$ cat src/rtl/step_counter.sv
// Up/down counter with programmable step and terminal value, wrapping or saturating
// at the range ends, with registered carry/borrow and clamp pulses.
module step_counter #(
  parameter int WIDTH    = 4,
  parameter int STEP_W   = WIDTH,
  parameter int MAX_VAL  = 2**WIDTH-1,
  parameter bit SATURATE = 1'b0
) (
  input  logic              clk,
  input  logic              rst_n,
  input  logic              clr,
  input  logic              load,
  input  logic [WIDTH-1:0]  load_val,
  input  logic              en,
  input  logic              dir,
  input  logic [STEP_W-1:0] step,
  output logic [WIDTH-1:0]  count,
  output logic              co,
  output logic              sat,
  output logic              tc
);

  localparam logic [WIDTH:0]   max_ext = (WIDTH+1)'(MAX_VAL);
  localparam logic [WIDTH-1:0] max_w   = WIDTH'(MAX_VAL);
  // Wraps to zero when MAX_VAL is all ones, which keeps the modular arithmetic exact.
  localparam logic [WIDTH-1:0] modulus = WIDTH'(MAX_VAL + 1);

  logic [WIDTH-1:0] step_w;
  logic [WIDTH-1:0] load_clamped;
  logic [WIDTH-1:0] adv_next;
  logic [WIDTH:0]   up_sum;
  logic             adv_cross;

  assign step_w       = WIDTH'(step);
  assign up_sum       = {1'b0, count} + {1'b0, step_w};
  assign load_clamped = ({1'b0, load_val} > max_ext) ? max_w : load_val;
  assign tc           = dir ? (count == '0) : (count == max_w);

  // Wrapped results are computed modulo 2**WIDTH; the true result always lies in 0..MAX_VAL.
  always_comb begin
    adv_next  = count;
    adv_cross = 1'b0;
    if (!dir) begin
      if (up_sum > max_ext) begin
        adv_cross = 1'b1;
        adv_next  = SATURATE ? max_w : (count + step_w - modulus);
      end else begin
        adv_next  = up_sum[WIDTH-1:0];
      end
    end else begin
      if (step_w > count) begin
        adv_cross = 1'b1;
        adv_next  = SATURATE ? '0 : (count + modulus - step_w);
      end else begin
        adv_next  = count - step_w;
      end
    end
  end

  always_ff @(posedge clk or negedge rst_n) begin
    if (!rst_n) begin
      count <= '0;
      co    <= 1'b0;
      sat   <= 1'b0;
    end else begin
      co  <= 1'b0;
      sat <= 1'b0;
      if (clr) begin
        count <= '0;
      end else if (load) begin
        count <= load_clamped;
      end else if (en) begin
        count <= adv_next;
        co    <= adv_cross;
        sat   <= SATURATE && adv_cross;
      end
    end
  end

endmodule

$ cat config.mk
export PLATFORM = sky130hd
export DESIGN_NAME = step_counter
export DESIGN_NICKNAME = d
export VERILOG_FILES = /design/src/rtl/step_counter.sv
export SDC_FILE = /design/constraint.sdc
export NUM_CORES = 1
export LEC_CHECK = 0
export ABC_CLOCK_PERIOD_IN_PS = 2000
export BUFFER_PORTS_ARGS = -buffer_cell sky130_fd_sc_hd__buf_2
export CORE_MARGIN = 2
export CORE_UTILIZATION = 30
export DETAILED_ROUTE_END_ITERATION = 12
export PLACE_DENSITY = 0.54
export SKIP_CTS_REPAIR_TIMING = 1
export SYNTH_ARGS = -nofsm -noshare
export SYNTH_HDL_FRONTEND = slang
export SYNTH_SLANG_ARGS = --single-unit
export TNS_END_PERCENT = 20
$ cat constraint.sdc
create_clock -name clk -period 2 [get_ports clk]
set_clock_uncertainty 0.05 [all_clocks]
set_input_delay 0.3 -clock clk [delete_from_list [all_inputs] [get_ports clk]]
set_output_delay 0.3 -clock clk [all_outputs]
set_load 0.01 [all_outputs]
# Yosys cells after proc, flatten, opt, wreduce, memory -nomap -nowiden
# Index checks and enable logic that the tools add are counted.
dict set report op_classes {
  add_sub_neg 3
  order_cmp 2
  eq_ne 1
  muxes 12
  reduce_logical 2
}
# op n
set ops {}
lappend ops {{4-bit two-way mux} 5}
lappend ops {{1-bit two-way mux} 7}
lappend ops {{4-bit by 4-bit adder with 5-bit output} 1}
lappend ops {{5-bit by 4-bit greater-than comparator with 1-bit output (second input constant)} 1}
lappend ops {{4-bit adder} 1}
lappend ops {{4-bit == test (second input constant)} 1}
lappend ops {{4-bit greater-than comparator} 1}
lappend ops {{4-bit zero test} 1}
lappend ops {{4-bit subtractor} 1}
lappend ops {{3-bit nonzero test} 1}
dict set report word_totals {
  reg_bits 5
  input_bits 14
  output_inout_bits 7
  word_cells 22
}

# Depth between registers and ports, before layout
dict set report logic_depth {
  word_depth 7
  mapped_depth 8
  depth_no_buf 8
}

# Worst setup path after synthesis
# No wires, ideal clock.
dict set report synth_path {
  path_kind {register to register}
  start {register count[0]}
  end {register count[2]}
  setup_time_ps 128
  arrival_ps 1855
  required_ps 1822
  path_slack_ps -32
  stages_incl_launch_ff 9
  n_path_buf 0
  synth_period_minus_slack_ps 2032
  cell_sequence {dfrtp_1 -> inv_1 -> ha_1 -> inv_1 -> fa_1 -> and2_1 -> or3_1 -> a311oi_1 -> nor3_1}
}
dict set report synth_via {
  elab_chain_cells 7
  word_cells_on_any_way 9
  classes_between {add/sub (3); order compare (1); mux (5)}
}
# item line
set synth_lines {}
lappend synth_lines {{from (decl)} 17} ;# output logic [WIDTH-1:0] count,
lappend synth_lines {{from (signal assigned)} 71} ;# count <= load_clamped;
lappend synth_lines {{from (signal assigned)} 73} ;# count <= adv_next;
lappend synth_lines {{4-bit by 4-bit adder with 5-bit output} 35} ;# assign up_sum = {1'b0, count} + {1'b0, step_w};
lappend synth_lines {{5-bit by 4-bit greater-than comparator with 1-bit output} 44} ;# if (up_sum > max_ext) begin
lappend synth_lines {{4-bit two-way mux} 44}
lappend synth_lines {{4-bit two-way mux (*)} 43} ;# if (!dir) begin
lappend synth_lines {{4-bit two-way mux (*)} 72} ;# end else if (en) begin
lappend synth_lines {{4-bit two-way mux (*)} 70} ;# end else if (load) begin
lappend synth_lines {{4-bit two-way mux (*)} 68} ;# if (clr) begin
# Every way passes the cells marked *; elsewhere a longest branch is shown, timed or not. The select of a mux whose other input is x is not followed.
# A chain may end at the register's enable or synchronous reset.

# Final worst setup path
# Ends and elaborated chain as after synthesis.

==> impl_metrics.ini <==
[yosys]
syn_area_per_cell_sq_um = 8.31
synth_area_leaders = dfrtp_1, ha_1, fa_1
synthesis.area_sq_um = 607
synth-edff-count = 0
synth_top_area_cell = dfrtp_1
yosys-top-cells-count = nor2_1, ha_1, inv_1
yosysWarningCount = 0
async_flop_share = 1.00
synth_top_area_share = 0.206
ys_seq_area_frac = 0.206
netlist_instances = 73
synth.most_common_cell = nor2_1
syn-num-nets = 97
ys_seq_elements = 5
ys.flop_type = dfrtp_1
ys_types = 31

[pwr]
p_leak_nw = 0.404
max-vdd-ir-drop_v = 0.000310
power_density_nw_per_um2 = 505

[floorplan]
die_width_um = 49.0
ioPinCount = 21
die_area_sq_um = 2400
start_util = 0.313
rows = 16
die_y_um = 49.0
core_sq_um = 1940

[global_route]
grt_pass1_wl_mm = 2.46
gr-usage-all-layers = 0.134
grt_pass1_vias = 518
antenna_found_initial = 0
grt-ovfl-total = 0
grt_max_degree = 12

[drt]
drt-total-wl_mm = 1.51
antenna_left = 0
drc = 0
drt_pass1_iterations = 4
detail_route.iter0.violations = 10
vias = 587
wl_per_cell_um = 12.2
vias_per_cell = 4.73

[timing]
finalCriticalPeriod_ns = 1.97
finalCritPeriodShare = 0.986
drv_slew = 0
timing.hold.ws_ns = 0.279
fmax_mhz = 507
setup_viol = 0
hold_viol = 0

[layout]
nNetsFinal = 122
fillCellCount = 218
area_growth_pct = 31.8
drive_gt1_frac = 0.361
diodes = 0
final_util = 0.412

[worst_setup_path]
path_delay_family = simple AND/OR/NAND/NOR gates
timing.critical_path.buf_inv = 2
arrival_ns = 2.04
cp_data_required_time_ns = 2.07
worstPathCellList = inv_2 > ha_4 > inv_1 > fa_2 > and2_1 > or3_1 > a311oi_2 > nor3_1
cp_max_fo = 2
start_kind = flop
cp_slowest_stage_delay_ns = 0.38
worstSetupPathType = flop to flop
slowest_stage = dfrtp_1
end_kind = flop

[clocking]
clk_path_buf_depth = 2
h-tree-depth = 1
root_buffer = clkbuf_4
cts_buffers = 3
clock-sinks = 5
clkTransAtPathRegs_ns = 0.04
cts_tree = done
insertion_delay_ns = 0.24

[placed_design]
numPortBuffers = 19
dpl.hpwl_mm = 1.20
place_congestion = 0.738

[run]
maxCapViolCount = 0

[worst_hold_path]
hp-class = primary input to flop

[status]
outcome = finished, final reports clean
-- placed cells by master, fill, tap and decap left out, types with 2 or more instances in the layout --
| cell | n |
|---|---|
| nor2b_2 | 2 |
| mux2i_1 | 2 |
| nand2_1 | 3 |
| o21ai_0 | 2 |
| inv_1 | 6 |
| buf_4 | 4 |
| ha_1 | 7 |
| a21oi_1 | 5 |
| nor3b_1 | 2 |
| or3_1 | 2 |
| fa_2 | 2 |
| dfrtp_1 | 5 |
| clkbuf_4 | 3 |
| nor3_1 | 3 |
| nor2_1 | 8 |
| buf_2 | 19 |
| nor2b_1 | 3 |
-- worst reg2reg max path, delay by kind of cell (launching register included) --
family          cells  cell delay, ns
compound gates      1            0.26
simple gates        3            0.56
buf+inv             2            0.13
fa+ha+maj           2            0.49
flops               1            0.38
-- per-stage QoR --
stage | std cells | TNS [ns] | cell area, sq um | setup slack [ns] | power (mW)
detailed placement | 118 | -0.0114 | 729 | -0.0114 | 0.275
floorplan | 73 | 0 | 607 | 0.00695 | 0.221
global route | 124 | -0.0380 | 800 | -0.0380 | 0.445
CTS | 122 | -0.0338 | 756 | -0.0338 | 0.395
finish | 124 | 0 | 800 | 0.0279 | 0.404
global placement | 118 | 0 | 729 | 0.0362 | 0.273
-- final cells by class --
class | instances | area [sq um] | share of cell area
well taps | 27 | 33.8 | 0.0423
repair buffers | 24 | 135 | 0.169
multi-input cells | 57 | 453 | 0.567
flip-flops and latches | 5 | 125 | 0.156
clock buffers | 4 | 26.3 | 0.0329
inverters | 7 | 26.3 | 0.0329
-- layer usage --
layer  track usage  vias up  part of all wire
li1              -      298                 -
met1         0.176      268              0.45
met2         0.221       19              0.51
met3        0.0276        2             0.036
met4        0.0429        0            0.0086
met5             0        -                 0
-- flip-flops by register name, indices dropped and copies added (netlist names) --
register	flops
count	4
co	1
-- power by group --
group	internal (mW)	leakage [nW]	total [mW]	switching [mW]
clock network	0.0753	0.0150	0.115	0.0397
logic	0.0800	0.323	0.166	0.0862
registers	0.110	0.0653	0.122	0.0121
-- path summary, 6_finish.rpt --
kind                       startpoint       end  slack (ns)  cells past startpoint
min                               clr  count[2]        0.28                      2
max reg2reg                  count[0]  count[2]        0.03                      8
max in group asynchronous       rst_n  count[1]        1.41                      2
min in group asynchronous       rst_n  count[3]        0.36                      2
min reg2reg                  count[0]  count[0]        0.66                      4
max                          count[0]  count[2]        0.03                      8
-- kinds of logic (layout without fill, tap and decap cells) --
logic type,count (synthesis),after routing,share of synthesized area
other,1,1,0.00618
adder cells (fa/ha/maj),10,10,0.231
AND/OR/NAND/NOR,28,28,0.252
multiplexers,3,3,0.0577
flip-flops,5,5,0.206
AO/OA/AOI/OAI,15,15,0.157
buffers and inverters,11,35,0.0907
(Power assumes the default switching activity.)
